===== src/rtl/max7219_pkg.sv =====
// Shared MAX7219 definitions: register addresses, sequencer state type and
// the 16-bit serial frame builder.
package max7219_pkg;

  localparam logic [3:0] C_REG_NOOP      = 4'h0;
  localparam logic [3:0] C_REG_DIGIT0    = 4'h1;
  localparam logic [3:0] C_REG_DIGIT1    = 4'h2;
  localparam logic [3:0] C_REG_DIGIT2    = 4'h3;
  localparam logic [3:0] C_REG_DIGIT3    = 4'h4;
  localparam logic [3:0] C_REG_DIGIT4    = 4'h5;
  localparam logic [3:0] C_REG_DIGIT5    = 4'h6;
  localparam logic [3:0] C_REG_DIGIT6    = 4'h7;
  localparam logic [3:0] C_REG_DIGIT7    = 4'h8;
  localparam logic [3:0] C_REG_DECODE    = 4'h9;
  localparam logic [3:0] C_REG_INTENSITY = 4'hA;
  localparam logic [3:0] C_REG_SCAN      = 4'hB;
  localparam logic [3:0] C_REG_SHUTDOWN  = 4'hC;
  localparam logic [3:0] C_REG_TEST      = 4'hF;

  typedef enum logic [2:0] {
    ST_IDLE,
    ST_SEND,
    ST_WAIT_DONE,
    ST_NEXT,
    ST_FINISH
  } seq_state_t;

  function automatic logic [15:0] max7219_frame(input logic [3:0] addr,
                                                input logic [7:0] data);
    return {4'h0, addr, data};
  endfunction

endpackage


===== src/rtl/max7219_cfg_seq.sv =====
// Power-up configuration sequencer for a chain of MAX7219 drivers: sends each
// configuration command once per chained device, loading on the last frame.
module max7219_cfg_seq
  import max7219_pkg::*;
#(
  parameter int G_NB_MATRIX = 8,
  parameter int G_TIMEOUT   = 1000
) (
  input  logic        clk,
  input  logic        rst_n,
  input  logic        i_start,
  input  logic        i_display_test,
  input  logic [7:0]  i_decode_mode,
  input  logic [3:0]  i_intensity,
  input  logic [2:0]  i_scan_limit,
  input  logic        i_clear,
  output logic        o_busy,
  output logic        o_done,
  output logic        o_error,
  input  logic        i_max7219_if_done,
  output logic        o_max7219_if_start,
  output logic        o_max7219_if_en_load,
  output logic [15:0] o_max7219_if_data,
  output seq_state_t  dbg_state
);

  // Handshake with max7219_if: o_max7219_if_start is a one-cycle request with
  // data/en_load valid in that cycle and held until the next request; the
  // frame completes on a one-cycle i_max7219_if_done pulse, which is only
  // honoured while waiting for it.
  localparam logic [3:0]  C_MAT_LAST = 4'(G_NB_MATRIX - 1);
  localparam logic [15:0] C_TMO_LAST = 16'(G_TIMEOUT - 1);
  localparam logic [3:0]  C_CMD_SCAN = 4'd3;
  localparam logic [3:0]  C_CMD_LAST = 4'd12;

  seq_state_t  state;
  logic [3:0]  cmd_idx;
  logic [3:0]  mat_cnt;
  logic [15:0] timer;
  logic        test_q;
  logic [7:0]  decode_q;
  logic [3:0]  intensity_q;
  logic [2:0]  scan_q;
  logic        clear_q;
  logic [15:0] cmd_frame;

  assign dbg_state = state;

  always_comb begin
    cmd_frame = max7219_frame(C_REG_NOOP, 8'h00);
    case (cmd_idx)
      4'd0:  cmd_frame = max7219_frame(C_REG_TEST, {7'h00, test_q});
      4'd1:  cmd_frame = max7219_frame(C_REG_DECODE, decode_q);
      4'd2:  cmd_frame = max7219_frame(C_REG_INTENSITY, {4'h0, intensity_q});
      4'd3:  cmd_frame = max7219_frame(C_REG_SCAN, {5'h00, scan_q});
      // Indices 4..11 map onto digit registers 0x01..0x08.
      4'd4, 4'd5, 4'd6, 4'd7, 4'd8, 4'd9, 4'd10, 4'd11:
        cmd_frame = max7219_frame(cmd_idx - 4'd3, 8'h00);
      4'd12: cmd_frame = max7219_frame(C_REG_SHUTDOWN, 8'h01);
      default: cmd_frame = max7219_frame(C_REG_NOOP, 8'h00);
    endcase
  end

  always_ff @(posedge clk or negedge rst_n) begin
    if (!rst_n) begin
      state                <= ST_IDLE;
      cmd_idx              <= 4'd0;
      mat_cnt              <= 4'd0;
      timer                <= 16'd0;
      test_q               <= 1'b0;
      decode_q             <= 8'h00;
      intensity_q          <= 4'h0;
      scan_q               <= 3'd0;
      clear_q              <= 1'b0;
      o_busy               <= 1'b0;
      o_done               <= 1'b0;
      o_error              <= 1'b0;
      o_max7219_if_start   <= 1'b0;
      o_max7219_if_en_load <= 1'b0;
      o_max7219_if_data    <= 16'h0000;
    end else begin
      o_max7219_if_start <= 1'b0;
      o_done             <= 1'b0;
      o_error            <= 1'b0;
      case (state)
        ST_IDLE: begin
          if (i_start) begin
            test_q      <= i_display_test;
            decode_q    <= i_decode_mode;
            intensity_q <= i_intensity;
            scan_q      <= i_scan_limit;
            clear_q     <= i_clear;
            cmd_idx     <= 4'd0;
            mat_cnt     <= 4'd0;
            state       <= ST_SEND;
          end
        end
        ST_SEND: begin
          o_busy               <= 1'b1;
          o_max7219_if_start   <= 1'b1;
          o_max7219_if_data    <= cmd_frame;
          o_max7219_if_en_load <= (mat_cnt == C_MAT_LAST);
          timer                <= 16'd0;
          state                <= ST_WAIT_DONE;
        end
        ST_WAIT_DONE: begin
          if (i_max7219_if_done) begin
            state <= ST_NEXT;
          end else if (timer >= C_TMO_LAST) begin
            o_error <= 1'b1;
            o_busy  <= 1'b0;
            state   <= ST_IDLE;
          end else if (timer != 16'hFFFF) begin
            timer <= timer + 16'd1;
          end
        end
        ST_NEXT: begin
          if (mat_cnt == C_MAT_LAST) begin
            mat_cnt <= 4'd0;
            if (cmd_idx == C_CMD_LAST) begin
              state <= ST_FINISH;
            end else begin
              // Without a clear the digit writes are skipped entirely.
              cmd_idx <= (cmd_idx == C_CMD_SCAN && !clear_q) ? C_CMD_LAST
                                                             : cmd_idx + 4'd1;
              state   <= ST_SEND;
            end
          end else begin
            mat_cnt <= mat_cnt + 4'd1;
            state   <= ST_SEND;
          end
        end
        ST_FINISH: begin
          o_done <= 1'b1;
          o_busy <= 1'b0;
          state  <= ST_IDLE;
        end
        default: state <= ST_IDLE;
      endcase
    end
  end

endmodule


===== config.mk =====
export PLATFORM = sky130hd
export DESIGN_NAME = max7219_cfg_seq
export DESIGN_NICKNAME = d
export VERILOG_FILES = /design/src/rtl/max7219_pkg.sv /design/src/rtl/max7219_cfg_seq.sv
export SDC_FILE = /design/constraint.sdc
export NUM_CORES = 1
export LEC_CHECK = 0
export BUFFER_PORTS_ARGS = -buffer_cell sky130_fd_sc_hd__buf_2
export CORE_ASPECT_RATIO = 0.75
export CORE_UTILIZATION = 57
export DETAILED_ROUTE_END_ITERATION = 7
export GPL_TIMING_DRIVEN = 0
export PLACE_DENSITY = 0.8
export SLEW_MARGIN = 10
export SYNTH_ARGS = -nofsm -noshare
export SYNTH_HDL_FRONTEND = slang
export SYNTH_SLANG_ARGS = --single-unit

===== constraint.sdc =====
create_clock -name clk -period 2.3 [get_ports clk]
set_input_delay 0.23 -clock clk [delete_from_list [all_inputs] [get_ports clk]]
set_output_delay 0.23 -clock clk [all_outputs]
set_load 0.01 [all_outputs]

==> impl_metrics.csv <==
group,metric,value,unit
timing,hold_viol,0,
synthesis,yosys_warnings,0,
layout,syn_to_final_growth,17.6,%
synthesis,synth_compound_area_share,18.0,%
worst_setup_path,critPathArrivalTime,2.33,ns
timing,fin_crit,2.13,ns
timing,setup_viol,0,
synthesis,synthDistinctLibCells,57,
synthesis,ys_seq_area_share,49.2,%
worst_setup_path,crit_path_max_fanout,10,
timing,final.period_utilization,92.5,%
clock_network,cts.root.buffer_cell,"clkbuf_8",
worst_setup_path,reg2reg_to,"o_max7219_if_data[11]",
synthesis,synth_flop_cell,"dfrtp_1",
route,firstDrtPassIters,5,
layout,antenna_cells,0,
route,drc,0,
worst_setup_path,reg2reg_depth,8,
clock_network,cts.sinks,61,
worst_setup_path,critPathLaunchType,"flip-flop",
worst_setup_path,cp-end-kind,"flip-flop",
route,vias,2450,
floorplan,die_h,65.9,um
placed_design,dpl.cell_count,398,
clock_network,cts_inserted_buffers,9,
layout,stdcell_count,413,
global_route,grt_usage,25.0,%
timing,fin_tns_setup,0,ns
floorplan,dieArea,5750,um^2
layout,layout_common_cells,"60 x dfrtp_1, 41 x buf_2, 25 x nand2_1",
floorplan,initial_utilization,61.3,%
timing,slew_viol_final,0,
clock_network,cts_tree,"yes",
worst_setup_path,worstSetupStartpoint,"cmd_idx[1]",
worst_setup_path,cp.required,2.50,ns
clock_network,htree_num_levels,3,
status,status,"completed",
layout,drive_above_1_share,30.2,%
global_route,grt_pass1_wl,10.8,mm
synthesis,netlist_instances,284,
synthesis,ys_seq_elements,61,
flow_run,max_cap_violations,0,
timing,maxSlewHeadroom,51.1,%
floorplan,die_x,87.2,um
route,drt_wl_total,6.47,mm
route,vias_per_cell,5.93,
timing,clock.fmax,470,MHz
synthesis,avgSynthCellArea,10.9,um^2
placed_design,dp_hpwl,4.47,mm
placed_design,port-buffer-count,39,
global_route,antenna_found_initial,0,
clock_network,path_clk_slew,0.07,ns
floorplan,core_area,5060,um^2
worst_hold_path,min-delay-start,"i_scan_limit[0]",
global_route,first_global_vias,2239,
worst_hold_path,hold_path_depth,2,
worst_hold_path,hold_end,"scan_q[0]",
global_route,grt-ovfl-total,0,
worst_setup_path,r2r-start,"cmd_idx[1]",
synthesis,synthSimpleGateAreaFrac,17.9,%
synthesis,synth_top_area_share,49.2,%
synthesis,synth_top_family_by_area,"compound AO/OA/AOI/OAI gates",
placed_design,gp_routability_congestion,0.921,
synthesis,synth_area_leaders,"dfrtp_1 49%, mux2_2 6.2%, o21ai_0 3.4%, nand2_1 3.0%, ha_1 2.8%",
synthesis,synthArstFlopShare,100,%
floorplan,ios,45,
layout,nets,364,
route,ant_nets,0,
timing,clock_skew,0.00765,ns
pwr,vdd_ir_drop_max,0.656,mV
worst_setup_path,critPathKind,"flip-flop to flip-flop",
timing,rsz0062_at_grt,"no",
layout,layout_commonest_cell,"dfrtp_1",
synthesis,yosys.area.top_type,"dfrtp_1",
synthesis,synthXorXnorAreaFrac,0.282,%
timing,worst_slew_pin_slew,0.733,ns
pwr,p_leak,1.73,nW
route,wire_per_inst,15.7,um
worst_setup_path,rrSetupSlack,0.17,ns
layout,fillCellCount,405,
global_route,grt_max_degree,62,
synthesis,synth-edff-count,0,
worst_hold_path,holdCritPathClass,"primary input to flip-flop",
clock_network,clk_latency,0.34,ns
pwr,power_density,1020,nW/um^2
clock_network,cts_setup_buffers,0,
synthesis,synthMuxAreaShare,6.49,%
synthesis,syn_area,3110,um^2
route,drtIter0Drc,278,
floorplan,rows,22,
synthesis,synth_fa_ha_area_share,2.82,%
clock_network,clock_path_buffers,2,
## Yosys cell counts, drive strengths merged (2+ instances only)
cell and n:
nor2b 3, nand3 6, o22a 2, nand4 6, a41oi 3, mux2 17
nand2 25, clkbuf 6, nor4 3, o31ai 8, buf 14, ha 7
nor2 20, dfrtp 61, a21oi 9, a222oi 2, nor3 10, a21o 2
nand2b 3, o311a 2, nand3b 2, and3 4, nor3b 2, inv 5
o21ai 21, a32o 2, a31oi 3, or3 2, and2 7, a22oi 3
a22o 7
## how the worst max path moves through the flow
stage / slack (ns) / end / cells after the start
2_1_floorplan: 0.42 / cmd_idx[3] / 8
3_3_place_gp: 0.09 / o_max7219_if_data[9] / 8
3_5_place_dp: 0.04 / cmd_idx[3] / 7
4_1_cts: 0.05 / o_max7219_if_data[10] / 7
5_1_grt: 0.02 / o_max7219_if_data[11] / 8
6_report: 0.17 / o_max7219_if_data[11] / 8
## state kept, by name, indices dropped and copies added (netlist names)
name                  flops
o_max7219_if_en_load      1
dbg_state                 3
o_busy                    1
o_max7219_if_data        12
timer                    16
mat_cnt                   4
clear_q                   1
cmd_idx                   4
o_max7219_if_start        1
o_error                   1
test_q                    1
intensity_q               4
scan_q                    3
o_done                    1
decode_q                  8
## kinds of logic (layout without fill, tap and decap cells)
| logic type | count (synthesis) | after routing |
|---|---|---|
| compound gates | 73 | 73 |
| flops | 61 | 61 |
| fa+ha+maj | 7 | 7 |
| xor+xnor | 1 | 1 |
| other cells | 1 | 4 |
| buf+inv | 26 | 80 |
| simple gates | 97 | 97 |
| mux | 18 | 18 |
## worst max-delay path, stage by stage, from the launching register on
cell	delay, ns
dfrtp_2	0.42
inv_1	0.11
ha_1	0.21
clkbuf_1	0.24
nor4_2	0.39
nand2b_1	0.22
o21ai_0	0.10
a31oi_1	0.20
o21ai_0	0.10
## per-stage QoR
step	area [um^2]	power (mW)	hold slack [ns]	utilization (%)	setup slack (ns)
final	3650	3.73	0.122	72.1	0.173
after global routing	3650	3.97	0.115	72.1	0.0170
after CTS	3650	3.75	0.104	72.0	0.0505
after detailed placement	3400	2.67	0.343	67.2	0.0352
after global placement	3400	2.62	0.457	67.2	0.0857
after floorplan	3120	2.34	-0.0656	-	0.416
## where the power goes
part | switching (mW) | internal [mW]
clock network | 0.408 | 0.670
logic | 0.637 | 0.526
registers | 0.145 | 1.34
total | 1.19 | 2.54
## layout make-up
class	count	area [um^2]	share of cell area (%)
flip-flops and latches	61	1530	41.8
multi-input cells	200	1450	39.6
repair buffers	40	208	5.69
clock buffers	13	159	4.35
plain buffers	18	128	3.49
well taps	72	90.1	2.47
clock inverters	3	67.6	1.85
inverters	6	27.5	0.754
## per-layer routing
metal / up-vias / routed length, um / global-route usage [%]
li1: 1150 / - / -
met1: 1170 / 3050 / 36.8
met2: 118 / 2740 / 34.1
met3: 12 / 579 / 8.61
met4: 0 / 97 / 8.81
met5: - / 0 / 0
## timing repair
action | 4_1_cts | 5_1_grt
hold buffers | 1 | 0
hold endpoints to repair | 61 | 0
endpoints found under the setup margin | 1 | 6
resized for setup | 1 | 5
Power figures use the tool's default switching activity.
